### config.mk
export PLATFORM = sky130hd
export DESIGN_NAME = lsu_seq
export DESIGN_NICKNAME = d
export VERILOG_FILES = /design/src/rtl/lsu_seq.sv
export SDC_FILE = /design/constraint.sdc
export NUM_CORES = 1
export LEC_CHECK = 0
export BUFFER_PORTS_ARGS = -buffer_cell sky130_fd_sc_hd__buf_2
export CORE_MARGIN = 2
export CORE_UTILIZATION = 54
export DETAILED_ROUTE_END_ITERATION = 8
export PLACE_DENSITY = 0.85
export SLEW_MARGIN = 20
export SYNTH_ARGS = -nofsm -noshare
export SYNTH_HDL_FRONTEND = slang
export SYNTH_SLANG_ARGS = --single-unit
### constraint.sdc
create_clock -name clk -period 4.8 [get_ports clk]
set_input_delay 0.24 -clock clk [delete_from_list [all_inputs] [get_ports clk]]
set_output_delay 0.24 -clock clk [all_outputs]
set_load 0.005 [all_outputs]
### src/rtl/lsu_seq.sv
// lsu_seq: multi-cycle load/store sequencer that aligns byte/half/word accesses
// onto a handshaked 32-bit data bus and stalls the core until completion.
module lsu_seq #(
   parameter int TIMEOUT = 255,
   parameter int CW = 16
) (
   input  logic        clk,
   input  logic        rst,
   input  logic        start,
   input  logic        memrw,
   input  logic [1:0]  memword,
   input  logic        uns,
   input  logic [31:0] addr,
   input  logic [31:0] wdata,
   output logic        stall,
   output logic        done,
   output logic [31:0] rdata,
   output logic        misalign,
   output logic        timeout,
   output logic        dmem_req,
   output logic        dmem_we,
   output logic [31:0] dmem_addr,
   output logic [3:0]  dmem_be,
   output logic [31:0] dmem_wdata,
   input  logic        dmem_ack,
   input  logic [31:0] dmem_rdata
);
   localparam logic [1:0] IDLE = 2'd0, BUSY = 2'd1, DONE = 2'd2;
   logic [1:0] state;
   logic [CW-1:0] cnt;
   logic [1:0] lo, mw;
   logic us, illegal;
   logic [3:0] be_n;
   logic [31:0] wd_n, sh, ld;
   logic [7:0] lb;
   logic [15:0] lh;
   assign illegal = memword == 2'd3 || (memword == 2'd1 && addr[0]) || (memword == 2'd2 && addr[1:0] != 2'b00);
   assign stall = (state == IDLE && start) || state == BUSY;
   assign done = state == DONE;
   always_comb begin
      be_n = !memrw ? 4'hF : memword == 2'd0 ? 4'b0001 << addr[1:0] : memword == 2'd1 ? (addr[1] ? 4'b1100 : 4'b0011) : 4'hF;
      wd_n = memword == 2'd0 ? {4{wdata[7:0]}} : memword == 2'd1 ? {2{wdata[15:0]}} : wdata;
      sh = dmem_rdata >> {lo, 3'b000};
      lb = sh[7:0];
      lh = lo[1] ? dmem_rdata[31:16] : dmem_rdata[15:0];
      ld = mw == 2'd0 ? {{24{lb[7] & ~us}}, lb} : mw == 2'd1 ? {{16{lh[15] & ~us}}, lh} : dmem_rdata;
   end
   // load-side controls are latched at issue so the core may change its inputs while stalled
   always_ff @(posedge clk) begin
      if (rst) begin
         state <= IDLE;
         cnt <= '0;
         rdata <= '0;
         misalign <= 1'b0;
         timeout <= 1'b0;
         dmem_req <= 1'b0;
         dmem_we <= 1'b0;
         dmem_addr <= '0;
         dmem_be <= '0;
         dmem_wdata <= '0;
         lo <= '0;
         mw <= '0;
         us <= 1'b0;
      end else if (state == IDLE) begin
         if (start && illegal) begin
            state <= DONE;
            misalign <= 1'b1;
            rdata <= '0;
         end else if (start) begin
            state <= BUSY;
            cnt <= '0;
            dmem_req <= 1'b1;
            dmem_we <= memrw;
            dmem_addr <= {addr[31:2], 2'b00};
            dmem_be <= be_n;
            dmem_wdata <= wd_n;
            lo <= addr[1:0];
            mw <= memword;
            us <= uns;
         end
      end else if (state == BUSY) begin
         if (dmem_ack) begin
            state <= DONE;
            dmem_req <= 1'b0;
            rdata <= dmem_we ? '0 : ld;
         end else if (cnt == CW'(TIMEOUT - 1)) begin
            state <= DONE;
            dmem_req <= 1'b0;
            timeout <= 1'b1;
            rdata <= '0;
         end else begin
            cnt <= cnt + 1'b1;
         end
      end else begin
         state <= IDLE;
         misalign <= 1'b0;
         timeout <= 1'b0;
      end
   end
endmodule

# After elaboration in Yosys (flattened, before gate mapping)
# Cells that the tools add are included.
# Widths: inputs -> output; s select.
[classes]
add_sub_neg = 1
n_eq_ne = 17
muxes = 39
shifts = 2
n_reduce_logical = 20
bitwise = 5
[ops]
columns = ["operator", "count"]
rows = [
  ["$mux 32", 10],
  ["$mux 16", 7],
  ["$shr 32x5->8", 1],
  ["$add 16x1->16 const B", 1],
  ["$eq 16x8->1 const B", 1],
  ["$mux 4", 4],
  ["$mux 1", 12],
  ["$mux 2", 6],
  ["$reduce_and 3->1", 3],
  ["$ne 2x1->1 const B", 4],
  ["$ne 2x2->1 const B", 4],
  ["$eq 2x1->1 const B", 3],
  ["$eq 2x2->1 const B", 3],
  ["$logic_not 2->1", 3],
  ["$reduce_and 5->1", 1],
  ["$logic_and 1x1->1", 4],
  ["$ne 4x2->1 const B", 1],
  ["$reduce_and 2->1", 2],
  ["$reduce_and 4->1", 1],
  ["$reduce_bool 2->1", 2],
  ["$shl 1x2->4 const A", 1],
  ["$logic_or 1x1->1", 3],
  ["$ne 3x2->1 const B", 1],
  ["$not 1->1", 3],
  ["2 further kinds", 3],
]
[totals]
elab_cells = 97
reg_bits = 125
in_bits = 104

# Depth between registers and ports, before layout
# Gate-level depths: netlist (run 1).
[logic_depth]
depth_word = 8
depth_mapped = 8
ltp_nobuf = 6

# Worst setup path after synthesis (run 1)
# OpenSTA, ideal clock, no wires.
[synth_path]
path_type = "reg2reg"
start = "register cnt[0]"
end = "register cnt[13]"
arrival_time_ns = 1.788
synth_period_minus_slack_ns = 1.858
path_stages_with_launch = 8
slack_ns = 2.942
cell_sequence = "dfxtp_1 > inv_1 > ha_1 > nand4b_1 > o41ai_4 > buf_6 > or4_2 > a21oi_1"
[synth_via]
elab_chain_len = 5
word_cells_on_any_way = 8
[synth_rtl]
columns = ["element", "line_no", "source"]
rows = [
  ["start, declared", "30", "logic [CW-1:0] cnt;"],
  ["start signal, assigned", "92", "cnt <= cnt + 1'b1;"],
  ["$add 16x1->16", "92", ""],
  ["$mux 16", "86", "end else if (cnt == CW'(TIMEOUT - 1)) begin"],
  ["$mux 16", "82", "if (dmem_ack) begin"],
  ["$mux 16", "81", "end else if (state == BUSY) begin"],
  ["$mux 16", "64", "end else if (state == IDLE) begin"],
]
# Parallel ways exist; a longest one is shown, timed or not. The select of a mux whose other input is x is not followed.
# A chain may end at the register's enable or synchronous reset.

# Final worst setup path (run 1)
[layout_path]
start = "register cnt[8]"
end = "register rdata[16]"
[layout_via]
elab_chain_len = 3
[layout_rtl]
columns = ["element", "line_no", "source"]
rows = [
  ["$eq 16x8->1", "86", ""],
  ["$reduce_bool 3->1 (no line)", "n/a", ""],
  ["$reduce_and 3->1 (no line)", "n/a", ""],
  ["end signal, assigned", "85", "rdata <= dmem_we ? '0 : ld;"],
  ["end, declared", "17", "output logic [31:0] rdata,"],
]
# Every way passes these cells.

==> metrics, run 1 <==
Clk Latency, worst-skew pair ~0.51 ns; port bufs 207; Unique masters post-synth 63; initial drt markers 569; Area Growth Syn to Fin 30.4%; PD cells 339 nW/um^2; DRC viols 0; share of post-route cells with drive strength above 1 0.307; crit share post-route 0.562; initial antenna violation count 1; vias in the first global route 5819; gr ovfl total 0; Die X 110 um; FF+latch count, synth 125; num rows 38; Hold Path Origin wdata[6]; Final Max Slew Viols 0; final worst slack between 2 and 2.5 ns; CP bufs+invs 0; first-pass GRT wire length between 20000 and 30000 um; Primary FF master, synth dfxtp_1; CTS Buffer Depth 2; critical path's largest stage delay 0.83 ns; DRT Wirelength between 15000 and 20000 um; reg2reg end rdata[16]; Via density 5.82; count of final setup violators 0; DP HPWL 11600 um; Worst-Margin Slew 1.03 ns; clk sinks 125; vias 6272; Yosys top cell area share 0.412; Clock Tree Root clkbuf_8; endpoints failing hold 0; post-synthesis sequential area ratio 0.412; Static Leak 3.29 nW; main combinational cell family by area after synthesis compound AO/OA/AOI/OAI gates; post-synthesis cell count 724; post-synthesis mux area share 0.0556; Critical Path Fanout Max 22; CP Capture Type flop; Max Fclk 371 MHz; Tot GR Track Use 0.301; fraction of the mapped netlist area in simple logic gates 0.195; number of synthesized flops with an enable pin 0; Hold Path Cell Cnt 3; Top Family by Delay on Critical Path simple AND/OR/NAND/NOR gates; critical path start-end classification reg2reg; flop2flop setup slack between 2 and 2.5 ns; skew final about 0.0076 ns; CP cell instances or4_4 -> nor4_4 -> a21o_1 -> a31o_2; RSZ-0062 raised after global routing no; pre-CTS setup slack about 2.1 ns; Slowest cell on crit path nor4_4; WP data required about 5.3 ns; Seq. cell area between 2000 and 3000 sq um; CTS buffer count 17; Synth warnings 0; num ports 210; DRT antenna net count 0; Hold Crit Class in2reg; Cell Count Post-Placement 1012; Synth Area in Compound Gates 0.257; final setup TNS 0 ns; status completed; Clock Pin Slew Worst Setup and Hold Paths 0.06 ns; async set-reset flop share out of synthesis 0; cell accounting for the most synthesized area dfxtp_1; Critical R2R Launch cnt[8]; Die Ht 110 um; die area 12100 sq um; top cells by area, synth dfxtp_1 41%, nand2_1 7.8%, a21oi_1 5.8%, a2111oi_0 3.0%, mux2i_1 3.0%; TritonCTS clock tree done; total power ~2.7 mW; VDD IR max between 0.0003 and 0.0004 V; crit start category flop; hold worst-path end dmem_wdata[6]; Max Cap Viol 0; Tmin final 2.70 ns; TritonRoute pass-1 iters 5; RePlAce Congestion between 0.8 and 0.9; Initial Util 0.558; Mapped Area 6080 sq um; Synth Area in XOR/XNOR 0; Filler cells ~800; area taken by multi-input logic gates 3130 sq um; crit path DAT 3.15 ns; largest net degree at the start of global routing 94; Synth Area in Adders 0.00412; Nets 1030; Util after Layout 0.728; # H-tree levels 4; Core Area 10900 sq um; postcts setup bufs 0; Worst Reg-to-Reg Cells 4; Syn Area/Cell 8.39 sq um; worst setup path startpoint cnt[8]; relative slew slack 0.310; Layout Cells excl Fill ~1100; WL/cell 16.9 um
==> worst min-delay path, cell delays in order <==
cell	delay (ns)
buf_2	0.14
nand2_1	0.06
a21oi_1	0.05
==> layout by cell type (no fill, tap or decap), types with 6 or more instances in the layout <==
cell	n
dlygate4sd3_1	33
mux2i_1	18
a211oi_1	10
buf_2	207
nor3_1	11
a31o_1	14
inv_1	36
a221o_1	6
nor2_1	27
buf_4	7
o22ai_1	14
nand2b_1	19
a311oi_1	10
a2111oi_0	21
nand3_1	10
mux4_2	6
o21ai_0	22
nor2b_1	13
o2bb2ai_1	6
nand2_1	127
dfxtp_1	125
a22o_1	7
or4_2	8
a21oi_1	70
clkbuf_16	16
o31ai_1	8
==> logic make-up (layout without fill, tap and decap cells) <==
family,count (synthesis),after routing
buffers and inverters,103,315
adder cells (fa/ha/maj),2,2
multiplexers,26,26
other,1,3
AO/OA/AOI/OAI,224,224
flip-flops,125,125
AND/OR/NAND/NOR,243,243
==> metrics by stage <==
step	area (sq um)	hold WS (ns)
after CTS	7910	0.000501
final	7920	0.0200
after floorplan	6080	0.376
after global routing	7920	0.00787
after global placement	7030	0.438
after detailed placement	7030	0.443
==> how the worst max path moves through the flow <==
stage	depth (start not counted)	end	slack (ns)
6_report	4	rdata[16]	2.10
2_1_floorplan	7	cnt[13]	2.94
3_3_place_gp	4	rdata[17]	2.18
4_1_cts	4	rdata[4]	2.16
5_1_grt	4	rdata[17]	1.97
3_5_place_dp	5	rdata[8]	2.13
==> Yosys cell counts, types with 3 or more instances <==
library cell	count
nand2_1	127
dfxtp_1	125
a21oi_1	71
clkbuf_1	36
inv_1	36
nor2_1	27
o21ai_0	22
a2111oi_0	21
buf_2	21
nand2b_1	19
mux2i_1	18
a31o_1	14
o22ai_1	14
nor2b_1	13
nor3_1	11
a211oi_1	10
a311oi_1	10
nand3_1	10
o31ai_1	8
or4_2	8
a22o_1	7
a221o_1	6
mux4_2	6
o2bb2ai_1	6
a31o_2	5
buf_4	5
a21oi_2	4
or3_2	4
a21o_1	3
a31oi_1	3
and2_1	3
nand4_1	3
o21a_1	3
o21ai_2	3
or3_1	3
==> registers in the layout (all words and copies together) (netlist names) <==
signal / count
cnt: 16
dmem_addr: 30
dmem_be: 4
dmem_req: 1
dmem_wdata: 32
dmem_we: 1
lo: 2
misalign: 1
mw: 2
rdata: 32
state: 2
timeout: 1
us: 1
==> repair_timing <==
| item | 4_1_cts | 5_1_grt |
|---|---|---|
| hold endpoints to repair | 32 | 1 |
| resized for setup | 0 | 0 |
| hold buffers | 32 | 1 |
==> report_power, final <==
part / total, mW / switching (mW) / internal [mW]
sequential: 1.12 / 0.0338 / 1.08
combinational: 0.357 / 0.201 / 0.156
clock: 1.21 / 0.504 / 0.709
total: 2.69 / 0.739 / 1.95
==> metal layers <==
| metal | vias up | share of wire | GRT usage | routed length (um) |
|---|---|---|---|---|
| met5 | - | 0 | 0 | 0 |
| met1 | 2966 | 0.41 | 0.380 | 7480 |
| met3 | 44 | 0.066 | 0.0729 | 1210 |
| met4 | 0 | 0.024 | 0.108 | 433 |
| li1 | 3003 | - | - | - |
| met2 | 259 | 0.50 | 0.498 | 9080 |
==> layout make-up <==
cell class / count / area share
Sequential cell: 125 / 0.316
Timing Repair Buffer: 247 / 0.179
Tap cell: 140 / 0.0221
Multi-Input combinational cell: 497 / 0.395
Inverter: 36 / 0.0171
Clock buffer: 18 / 0.0540
Antenna cell: 1 / 0.000316
Clock inverter: 14 / 0.0171
Note: power is estimated with default switching activity, not from simulation.
==> inputs of run 2 (changes only) <==
--- a/config.mk
+++ b/config.mk
@@ -7,9 +7,9 @@
 export LEC_CHECK = 0
 export BUFFER_PORTS_ARGS = -buffer_cell sky130_fd_sc_hd__buf_2
 export CORE_MARGIN = 2
-export CORE_UTILIZATION = 54
+export CORE_UTILIZATION = 46
 export DETAILED_ROUTE_END_ITERATION = 8
-export PLACE_DENSITY = 0.85
+export PLACE_DENSITY = 0.77
 export SLEW_MARGIN = 20
 export SYNTH_ARGS = -nofsm -noshare
 export SYNTH_HDL_FRONTEND = slang
==> constraint.sdc (replaced) <==
create_clock -name clk -period 2.2 [get_ports clk]
set_input_delay 0.11 -clock clk [delete_from_list [all_inputs] [get_ports clk]]
set_output_delay 0.11 -clock clk [all_outputs]
set_load 0.005 [all_outputs]
==> run 2 against run 1 <==
  * Clock power rose by 130%
  * Non-clock buffer count rose by 33
  * Power rose by 120%
  * Critical endpoint is now rdata[19]
  * Highest routed layer unchanged
==> metrics, run 2 (synthesis results as in run 1) <==
status completed; Hold Crit Class in2reg; Worst Reg-to-Reg Cells 5; Tot GR Track Use 0.264; WL/cell 16.4 um; DRT Wirelength 18700 um; Hold Path Origin wdata[23]; RSZ-0062 raised after global routing no; Filler cells 1014; CP Capture Type flop; Cell Count Post-Placement between 1000 and 1500; die area about 14000 sq um; DRT antenna net count 0; Util after Layout 0.653; TritonCTS clock tree done; gr ovfl total 0; num ports 210; Critical Path Fanout Max 19; Clk Latency, worst-skew pair 0.42 ns; vias in the first global route 5945; GRT met1 Usage 0.338; VDD IR max 0.000646 V; reg2reg end rdata[19]; largest net degree at the start of global routing 79; crit share post-route 0.924; Hold Path Cell Cnt 3; num rows roughly 40; hold worst-path end dmem_wdata[23]; Initial Util 0.476; Via density 5.57; Static Leak 3.49 nW; clk sinks 125; CTS buffer count 17; Die Ht around 120 um; final setup TNS 0 ns; endpoints failing hold 0; Tmin final 2.03 ns; Nets 1063; skew final 0.0112 ns; Layout Cells excl Fill 1142; Regs by FF count dmem_wdata: 32 flops, rdata: 32 flops, dmem_addr: 30 flops; RePlAce Congestion 0.852; most used routing layer met2; hold slack about 0.033 ns; first-pass GRT wire length roughly 30000 um; grt met2 use 0.400; Core Area approximately 13000 sq um; critical path start-end classification reg2reg; Max Cap Viol 0; port bufs 207; initial antenna violation count 0; Worst-Margin Slew ~0.83 ns; crit path DAT ~2.4 ns; Critical R2R Launch cnt[8]; # H-tree levels 4; flop2flop setup slack 0.17 ns; DP HPWL between 10000 and 15000 um; CTS Buffer Depth 2; Max Fclk 492 MHz; GR Util met3 0.0742; initial drt markers roughly 640; count of final setup violators 0; Final Max Slew Viols 0; Clock Pin Slew Worst Setup and Hold Paths 0.06 ns; crit start category flop; WP data required 2.52 ns; relative slew slack 0.443; DRC viols 0; Clock Tree Root clkbuf_16; vias approximately 6400; Antenna Cells 0; most frequent cells in the layout 206 x buf_2, 127 x nand2_1, 125 x dfxtp_1; most common cell after layout, fill and taps aside buf_2; Die X 119 um; TritonRoute pass-1 iters 5; share of post-route cells with drive strength above 1 0.313; Area Growth Syn to Fin 37.2%; PD cells 725 nW/um^2; total power 6.04 mW
[run 2: changes by cell type in the layout (fill, tap and decap cells not counted), sizes merged, moves of 3 or more]
cell / change
dlygate4sd3: +18
buf: +15
clkinv: +3
clkinvlp: -3
inv: -5
clkbuf: +5
[run 2: how the worst max path moves through the flow]
stage	startpoint	end	slack [ns]	depth (start not counted)
detailed placement	cnt[0]	cnt[13]	0.20	7
global placement	cnt[0]	cnt[14]	0.25	7
finish	cnt[8]	rdata[19]	0.17	5
CTS	cnt[8]	rdata[19]	0.16	5
floorplan	cnt[0]	cnt[13]	0.34	7
global route	cnt[8]	rdata[31]	0.03	5
[run 2: timing repair]
item                                    CTS  global route
endpoints found under the setup margin    0             0
hold endpoints to repair                 51             0
setup buffers                             0             0
hold buffers                             51             0
gates resized for setup                   0             0
[run 2: layout make-up]
cell class                      count  area [sq um]  share of cell area
Timing Repair Buffer              280          1760               0.212
Clock inverter                      9          83.8              0.0101
Multi-Input combinational cell    497          3130               0.375
Clock buffer                       23           508              0.0609
Tap cell                          172           215              0.0258
Sequential cell                   125          2500               0.300
Inverter                           36           135              0.0162
[run 2: stage by stage]
stage / setup slack [ns] / area [sq um]
global route: 0.0309 / 8340
detailed placement: 0.197 / 7240
floorplan: 0.342 / 6080
finish: 0.167 / 8340
global placement: 0.246 / 7240
CTS: 0.163 / 8340
[run 2: power breakdown]
part | switching [mW] | total, mW | internal [mW]
Combinational | 0.469 | 0.866 | 0.397
Sequential | 0.0615 | 2.43 | 2.36
Clock | 1.02 | 2.75 | 1.73
[run 2: layer usage]
layer / routed length, um / vias up
met5: 0 / -
met4: 787 / 0
met3: 1300 / 54
met2: 8630 / 264
met1: 8020 / 2967
li1: - / 3081
[run 2: worst max-delay path: stages (launching register included)]
cell       delay [ns]
dfxtp_1          0.34
or4_4            0.58
nor4_4           0.34
buf_4            0.29
a2111oi_0        0.14
a31o_2           0.24
